$ cat src/rtl/scope_pkg.sv
// Shared scope definitions: capture buffer geometry, dump sync byte and dump sequencer states.
package scope_pkg;

    localparam int         BUFFER_LEN = 512;
    localparam int         ADDR_W     = 9;
    localparam logic [7:0] HEADER     = 8'hA5;

    typedef enum logic [1:0] {
        IDLE,
        HDR,
        SAMPLE,
        DONE
    } dump_state_e;

endpackage

$ cat src/rtl/uart_tx.sv
// UART 8N1 transmitter. A new byte may be loaded on the last cycle of the stop bit,
// so consecutive frames run back-to-back with no idle time.
module uart_tx
    import scope_pkg::*;
#(
    parameter int CLKS_PER_BIT = 234
) (
    input  logic       pll_clk,
    input  logic       rst,
    input  logic       i_load,
    input  logic [7:0] i_byte,
    output logic       o_tx,
    output logic       o_busy,
    output logic       o_frame_end
);

    localparam int            CW       = $clog2(CLKS_PER_BIT);
    localparam logic [CW-1:0] CLK_LAST = CW'(CLKS_PER_BIT - 1);

    logic [CW-1:0] clk_cnt_q;
    logic [3:0]    bit_idx_q;
    logic [8:0]    shift_q;
    logic          tx_q;
    logic          busy_q;
    logic          bit_end;

    assign bit_end     = busy_q && (clk_cnt_q == CLK_LAST);
    assign o_frame_end = bit_end && (bit_idx_q == 4'd9);
    assign o_tx        = tx_q;
    assign o_busy      = busy_q;

    // shift_q holds the remaining data bits with the stop bit parked in the MSB.
    always_ff @(posedge pll_clk or posedge rst) begin
        if (rst) begin
            clk_cnt_q <= '0;
            bit_idx_q <= '0;
            shift_q   <= '0;
            tx_q      <= 1'b1;
            busy_q    <= 1'b0;
        end else if (i_load && (!busy_q || o_frame_end)) begin
            clk_cnt_q <= '0;
            bit_idx_q <= '0;
            shift_q   <= {1'b1, i_byte};
            tx_q      <= 1'b0;
            busy_q    <= 1'b1;
        end else if (bit_end) begin
            clk_cnt_q <= '0;
            if (bit_idx_q == 4'd9) begin
                busy_q <= 1'b0;
                tx_q   <= 1'b1;
            end else begin
                tx_q      <= shift_q[0];
                shift_q   <= {1'b1, shift_q[8:1]};
                bit_idx_q <= bit_idx_q + 4'd1;
            end
        end else if (busy_q) begin
            clk_cnt_q <= clk_cnt_q + CW'(1);
        end
    end

endmodule

$ cat src/rtl/capture_uart_dump.sv
// Streams one capture buffer (sync header then every sample, oldest first) out over UART,
// prefetching each sample from the sample RAM while the previous frame is on the wire.
module capture_uart_dump #(
    parameter int         BUFFER_LEN   = scope_pkg::BUFFER_LEN,
    parameter int         ADDR_W       = scope_pkg::ADDR_W,
    parameter int         CLKS_PER_BIT = 234,
    parameter logic [7:0] HEADER       = scope_pkg::HEADER
) (
    input  logic              pll_clk,
    input  logic              rst,
    input  logic              i_start,
    input  logic              i_abort,
    input  logic [ADDR_W-1:0] i_start_addr,
    output logic              o_ram_ce,
    output logic [ADDR_W-1:0] o_ram_addr,
    input  logic [7:0]        i_ram_data,
    output logic              o_busy,
    output logic              o_done,
    output logic              o_tx
);

    import scope_pkg::*;

    localparam logic [ADDR_W:0] LAST_IDX = (ADDR_W + 1)'(BUFFER_LEN - 1);
    localparam logic [ADDR_W:0] NUM_IDX  = (ADDR_W + 1)'(BUFFER_LEN);

    dump_state_e       state_q, state_d;
    logic [ADDR_W-1:0] base_q;
    logic [ADDR_W:0]   count_q;
    logic [7:0]        hold_q;
    logic              ram_ce_q;
    logic [ADDR_W-1:0] ram_addr_q;
    logic              rd_pend_q;
    logic              abort_q;

    logic              tx_load;
    logic [7:0]        tx_byte;
    logic              tx_busy;
    logic              frame_end;
    logic              tx_ready;
    logic              abort_now;
    logic [ADDR_W:0]   rd_idx;
    logic              rd_issue;

    assign tx_ready   = !tx_busy || frame_end;
    assign abort_now  = abort_q || i_abort;
    assign o_busy     = (state_q == HDR) || (state_q == SAMPLE);
    assign o_done     = (state_q == DONE);
    assign o_ram_ce   = ram_ce_q;
    assign o_ram_addr = ram_addr_q;

    // count_q is the index of the sample on the wire; the next read runs one sample ahead of it.
    always_comb begin
        state_d  = state_q;
        tx_load  = 1'b0;
        tx_byte  = hold_q;
        rd_idx   = (state_q == HDR) ? count_q + (ADDR_W + 1)'(1) : count_q + (ADDR_W + 1)'(2);
        rd_issue = 1'b0;
        case (state_q)
            IDLE: begin
                if (i_start && tx_ready) begin
                    state_d = HDR;
                    tx_load = 1'b1;
                    tx_byte = HEADER;
                end
            end
            HDR: begin
                if (frame_end) begin
                    if (abort_now) begin
                        state_d = IDLE;
                    end else begin
                        state_d = SAMPLE;
                        tx_load = 1'b1;
                    end
                end
            end
            SAMPLE: begin
                if (frame_end) begin
                    if (abort_now) begin
                        state_d = IDLE;
                    end else if (count_q == LAST_IDX) begin
                        state_d = DONE;
                    end else begin
                        tx_load = 1'b1;
                    end
                end
            end
            DONE:    state_d = IDLE;
            default: state_d = IDLE;
        endcase
        rd_issue = tx_load && (state_q != IDLE) && (rd_idx < NUM_IDX);
    end

    always_ff @(posedge pll_clk or posedge rst) begin
        if (rst) begin
            state_q    <= IDLE;
            base_q     <= '0;
            count_q    <= '0;
            hold_q     <= '0;
            ram_ce_q   <= 1'b0;
            ram_addr_q <= '0;
            rd_pend_q  <= 1'b0;
            abort_q    <= 1'b0;
        end else begin
            state_q   <= state_d;
            ram_ce_q  <= 1'b0;
            rd_pend_q <= ram_ce_q;
            if (rd_pend_q) begin
                hold_q <= i_ram_data;
            end
            if (o_busy && i_abort) begin
                abort_q <= 1'b1;
            end
            if (state_q == IDLE && state_d == HDR) begin
                base_q     <= i_start_addr;
                count_q    <= '0;
                abort_q    <= 1'b0;
                ram_ce_q   <= 1'b1;
                ram_addr_q <= i_start_addr;
            end
            if (rd_issue) begin
                ram_ce_q   <= 1'b1;
                ram_addr_q <= base_q + rd_idx[ADDR_W-1:0];
            end
            if (state_q == SAMPLE && tx_load) begin
                count_q <= count_q + (ADDR_W + 1)'(1);
            end
        end
    end

    uart_tx #(
        .CLKS_PER_BIT(CLKS_PER_BIT)
    ) u_tx (
        .pll_clk     (pll_clk),
        .rst         (rst),
        .i_load      (tx_load),
        .i_byte      (tx_byte),
        .o_tx        (o_tx),
        .o_busy      (tx_busy),
        .o_frame_end (frame_end)
    );

endmodule
$ cat config.mk
export PLATFORM = sky130hd
export DESIGN_NAME = capture_uart_dump
export DESIGN_NICKNAME = d
export VERILOG_FILES = /design/src/rtl/scope_pkg.sv /design/src/rtl/uart_tx.sv /design/src/rtl/capture_uart_dump.sv
export SDC_FILE = /design/constraint.sdc
export NUM_CORES = 1
export LEC_CHECK = 0
export BUFFER_PORTS_ARGS = -buffer_cell sky130_fd_sc_hd__clkbuf_2
export CORE_MARGIN = 1
export CORE_UTILIZATION = 40
export CTS_CLUSTER_SIZE = 24
export DETAILED_ROUTE_END_ITERATION = 12
export GPL_ROUTABILITY_DRIVEN = 0
export SETUP_SLACK_MARGIN = 0.1
export SYNTH_ARGS = -nofsm -noshare
export SYNTH_HDL_FRONTEND = slang
export SYNTH_SLANG_ARGS = --single-unit
$ cat constraint.sdc
create_clock -name pll_clk -period 3.5 [get_ports pll_clk]
set_input_delay 0.7 -clock pll_clk [delete_from_list [all_inputs] [get_ports pll_clk]]
set_output_delay 0.7 -clock pll_clk [all_outputs]
set_load 0.02 [all_outputs]
# Word-level counts from Yosys, hierarchy flattened
# Index checks and enable logic that the tools add are counted.
[classes] add_sub_neg=5 magnitude_cmp=1 eq_ne=8 n_mux=40 n_reduce_logical=23
[op_table] operator="9-bit 2-to-1 mux" n=5
[op_table] operator="8-bit 2-to-1 mux" n=5
[op_table] operator="10-bit 2-to-1 mux" n=3
[op_table] operator="1-bit 2-to-1 mux" n=16
[op_table] operator="2-bit 2-to-1 mux" n=6
[op_table] operator="4-bit 2-to-1 mux" n=3
[op_table] operator="2-bit nonzero test" n=6
[op_table] operator="10-bit by 1-bit adder with 10-bit output, second input constant" n=1
[op_table] operator="10-bit by 2-bit adder with 10-bit output, second input constant" n=1
[op_table] operator="10-bit by 9-bit equality test with 1-bit output, second input constant" n=1
[op_table] operator="10-bit < comparator, second input constant" n=1
[op_table] operator="9-bit adder" n=1
[op_table] operator="1-bit logical AND" n=9
[op_table] operator="8-bit by 1-bit adder with 8-bit output, second input constant" n=1
[op_table] operator="8-bit equality test, second input constant" n=1
[op_table] operator="2-bit one-hot mux with 4 select lines" n=1
[op_table] operator="4-bit by 1-bit adder with 4-bit output, second input constant" n=1
[op_table] operator="2-bit by 1-bit equality test with 1-bit output, second input constant" n=2
[op_table] operator="2-bit equality test, second input constant" n=2
[op_table] operator="4-bit equality test, second input constant" n=1
[op_table] operator="2-bit AND reduction" n=2
[op_table] operator="1-bit logical OR" n=3
[op_table] operator="1-bit one-hot mux with 3 select lines" n=1
[op_table] operator="3-bit nonzero test" n=1
[op_table] operator="other kinds (3)" n=3
[totals] reg_bits=64 input_bits=21 out_inout_bits=13 wordCells=90

# Logic depth before layout (Yosys ltp)
[logic_depth] ltp_word=11 mapped_depth=13 ltp_nobuf=12

# Modules after synthesis
# Synthesis repeated with hierarchy kept, for this count alone.
[hier_totals] cells_unflattened=399 hier_area_um2=3749.8
[by_module_without_submodules] module="capture_uart_dump" instances=1 cells_each=268 area_per_inst_um2=2507.4 seq_area_each_um2=1026.0
[by_module_without_submodules] module="uart_tx" instances=1 cells_each=131 area_per_inst_um2=1242.4 seq_area_each_um2=576.8

# Least setup slack after synthesis
# OpenSTA, ideal clock, no wires.
[synth_timing] kind="register to register" start="register state_q[1]" end="register ram_addr_q[7] (netlist: o_ram_addr[7])" setup_time_ns=0.120 t_arrival_ns=2.765 setup_slack_ns=0.614 path_stages_with_launch=13 path_buffers=1 period_less_slack_ns=2.886 path_cell_list="dfrtp_1 > inv_1 > ha_1 > clkbuf_1 > mux2_2 > nand3_1 > xnor2_1 > ha_1 > o21a_1 > a2111oi_0 > nor3_1 > xor2_1 > o211a_1"
[synth_via] elab_chain_len=7
[synth_rtl] element="start, declared" line_no="capture_uart_dump.sv:27" rtl="dump_state_e state_q, state_d;"
[synth_rtl] element="start signal, assigned" line_no="capture_uart_dump.sv:105" rtl="state_q <= state_d;"
[synth_rtl] element="parallel branches: the longest is 7 deep, another holds 10-bit < comparator"
[synth_rtl] element="end signal, assigned" line_no="capture_uart_dump.sv:119" rtl="ram_addr_q <= i_start_addr;"
[synth_rtl] element="end signal, assigned" line_no="capture_uart_dump.sv:123" rtl="ram_addr_q <= base_q + rd_idx[ADDR_W-1:0];"
[synth_rtl] element="end, declared" line_no="capture_uart_dump.sv:32" rtl="logic [ADDR_W-1:0] ram_addr_q;"
# Parallel ways; which one is timed is not known.
# A chain may end at the register's enable or synchronous reset.

# Final worst setup path
# Ends and elaborated chain as after synthesis.

==> results.md <==
* Worst hold path class: reg -> reg
* Cts hold-fix bufs at 0
* Pins over their slew limit at 0
* Crit path largest cell delay at 430 ps
* Vias in the first global route at 2873
* Detailed-placement wirelength estimate at 6160 um
* Reg clk slew, reported paths at 80 ps
* CP top delay family: compound AO/OA/AOI/OAI gates
* Via count at 3014
* Worst-margin pin slew at 905 ps
* DR vias/cell at 5.57
* Layout cell share with drive strength beyond 1 at 0.209
* Slowest cell on crit path: a2111oi_0
* Worst Path Required at 3740 ps
* Placed Cells at 525
* Syn_area_per_cell at 9.83 sq um
* Filler cells at 852
* Initial Util at 0.413
* Global Route Usage Sum at 0.185
* Crit-path cells: inv_1 -> ha_1 -> mux2_2 -> nand3_1 -> xnor2_1 -> ha_1 -> o21a_1 -> a2111oi_0 -> nor3_1 -> xor2_1 -> o211a_1
* DRT Wirelength at 8370 um
* Post-Syn Instances at 386
* Initial antenna violation count at 0
* Pre-antenna DRT Iters at 6
* Largest net degree at the start of global routing at 45
* Syn Nets at 428
* Unrepaired setup endpoints after global routing: no
* # Post-CTS Setup Buffers at 0
* Static Leak at 1.99 nW
* Syn Std Cell Area at 3800 sq um
* Core Box Area at 9200 sq um
* Worst-Skew Late Latency at 340 ps
* Buffers on Ports at 33
* Yosys cell types at 60
* Post-synthesis sequential area ratio at 0.422
* CTS H-tree lvls at 3
* IO Pins at 34
* Final Total Pwr at 1.57 mW
* CP startpoint kind: register
* Maximum clock frequency at 328 MHz
* Minimum clock period at 3050 ps
* Most used cell, CP: ha_1
* Core Util, Final at 0.470
* Most common cell after layout, fill and taps aside: dfrtp_1
* Peak VDD IR at 0.202 mV
* Fin crit share at 0.872
* Nets at 467
* Commonest non-fill, non-tap cells in the layout: dfrtp_1 (63), nor2_1 (42), nand2_1 (38)
* FFs w/ async S/R, synth at 1.00
* Fin. Hold Viols at 0
* CTS resizes at 0
* Yosys reg bits at 64
* Setup TNS at 0 ps
* Crit path DAT at 3300 ps
* Post-route insts no fill at 541
* DR DRC count at 0
* Synth Flop Type: dfrtp_1
* Ys Warns at 0
* Die W at 99.4 um
* CTS Buf Count at 9
* CP endpoint kind: register
* DRT antenna net count at 0
* Pre-CTS setup slack at 444 ps
* CP Buf/Inv Count at 1
* Initial DRC count at 171
* Antenna cell count at 0
* First-pass GRT wire length at 14500 um
* Clock Sinks at 64
* Critical Path Fanout Max at 10
* Critical path class: reg -> reg
* Chip height at 99.4 um
* Max clock buf depth at 2
* Post-synth EDFFs at 0
* Worst Clk Skew at 13.7 ps
* Worst-case setup margin in the final layout at 447 ps
* Status: completed
* Synthesis-to-finish area growth at 13.9%
* Routed len/inst at 15.5 um
* Root buf cell: clkbuf_8
* Final Setup Violations at 0
* GRT overflow at 0
* Rel. slew slack at 0.396
* Pwr/cell area at 364 nW/um^2
* Die area at 9880 sq um
* Row cnt at 35
* Max Cap Viol at 0
* CTS tree: done
==> layer usage <==
metal / global-route usage / wire (um)
met5: 0 / 0
met4: 0.0577 / 78
met3: 0.0436 / 370
met2: 0.280 / 3760
met1: 0.263 / 4150
==> cell type report <==
cell class	instances	area, sq um	area share
well taps	111	139	0.0321
repair buffers	42	233	0.0538
multi-input cells	293	2060	0.477
clock buffers	10	138	0.0318
flip-flops and latches	64	1600	0.371
clock inverters	6	91.3	0.0211
inverters	15	56.3	0.0130
==> cell usage after synthesis (all sizes together), types with 2 or more instances <==
master | n | area share
a211o | 8 | 0.018
xor2 | 13 | 0.030
ha | 20 | 0.066
o21a | 4 | 0.0079
nor2 | 43 | 0.043
o221a | 4 | 0.012
or3 | 7 | 0.012
buf | 6 | 0.011
nor3 | 17 | 0.022
a22oi | 3 | 0.0059
o221ai | 2 | 0.0046
nor2b | 5 | 0.0082
a221o | 4 | 0.011
a21o | 2 | 0.0040
nand3 | 14 | 0.018
nand2b | 5 | 0.0082
a31oi | 9 | 0.015
o21ai | 14 | 0.019
o211ai | 2 | 0.0040
nor4b | 2 | 0.0063
mux2 | 16 | 0.053
clkbuf | 8 | 0.0082
o32ai | 2 | 0.012
xnor2 | 9 | 0.021
nand2 | 38 | 0.038
and3 | 7 | 0.012
nand4 | 8 | 0.013
a21oi | 10 | 0.013
and4 | 4 | 0.0092
inv | 15 | 0.015
dfrtp | 63 | 0.42
o211a | 2 | 0.0053
==> worst reg2reg max path: stages (launching register included) <==
cell and delay, ps:
dfrtp_1 410, inv_1 150, ha_1 390, mux2_2 380, nand3_1 130, xnor2_1 140, ha_1 280, o21a_1 130
a2111oi_0 430, nor3_1 130, xor2_1 160, o211a_1 210
==> state kept, by name (all words and copies together) (netlist names) <==
signal          flops
o_ram_addr          9
o_ram_ce            1
u_tx.shift_q        9
base_q              9
u_tx.o_busy         1
u_tx.bit_idx_q      4
abort_q             1
state_q             2
count_q            10
u_tx.clk_cnt_q      8
rd_pend_q           1
u_tx.o_tx           1
hold_q              8
==> final timing paths <==
check | slack [ps] | from | to | cells past startpoint
worst max-delay path | 450 | state_q[1] | o_ram_addr[7] | 11
worst min-delay path | 400 | o_ram_ce | rd_pend_q | 0
worst max register to register | 450 | state_q[1] | o_ram_addr[7] | 11
worst min register to register | 400 | o_ram_ce | rd_pend_q | 0
max in group asynchronous | 2240 | rst | count_q[4] | 3
min in group asynchronous | 530 | rst | hold_q[5] | 2
==> per-stage QoR <==
| stage | hold WS, ps | area [sq um] |
|---|---|---|
| floorplan | 439 | 3800 |
| global placement | 375 | 4090 |
| detailed placement | 378 | 4090 |
| CTS | 404 | 4320 |
| global route | 421 | 4320 |
| finish | 403 | 4320 |
==> logic make-up after synthesis <==
group                      share of synthesized area
adders and majority gates                     0.0712
and+or+nand+nor                                0.206
buffers and inverters                         0.0343
muxes                                         0.0560
xor gates and xnor gates                      0.0508
DFF                                            0.422
AOI/OAI and AO/OA                              0.160
==> report_power, final <==
part           internal (mW)  total (mW)  switching, mW
logic                 0.0358      0.0786         0.0428
registers              0.754       0.764        0.00927
clock network          0.424       0.732          0.308
total                   1.21        1.57          0.360
Power figures use the tool's default switching activity.
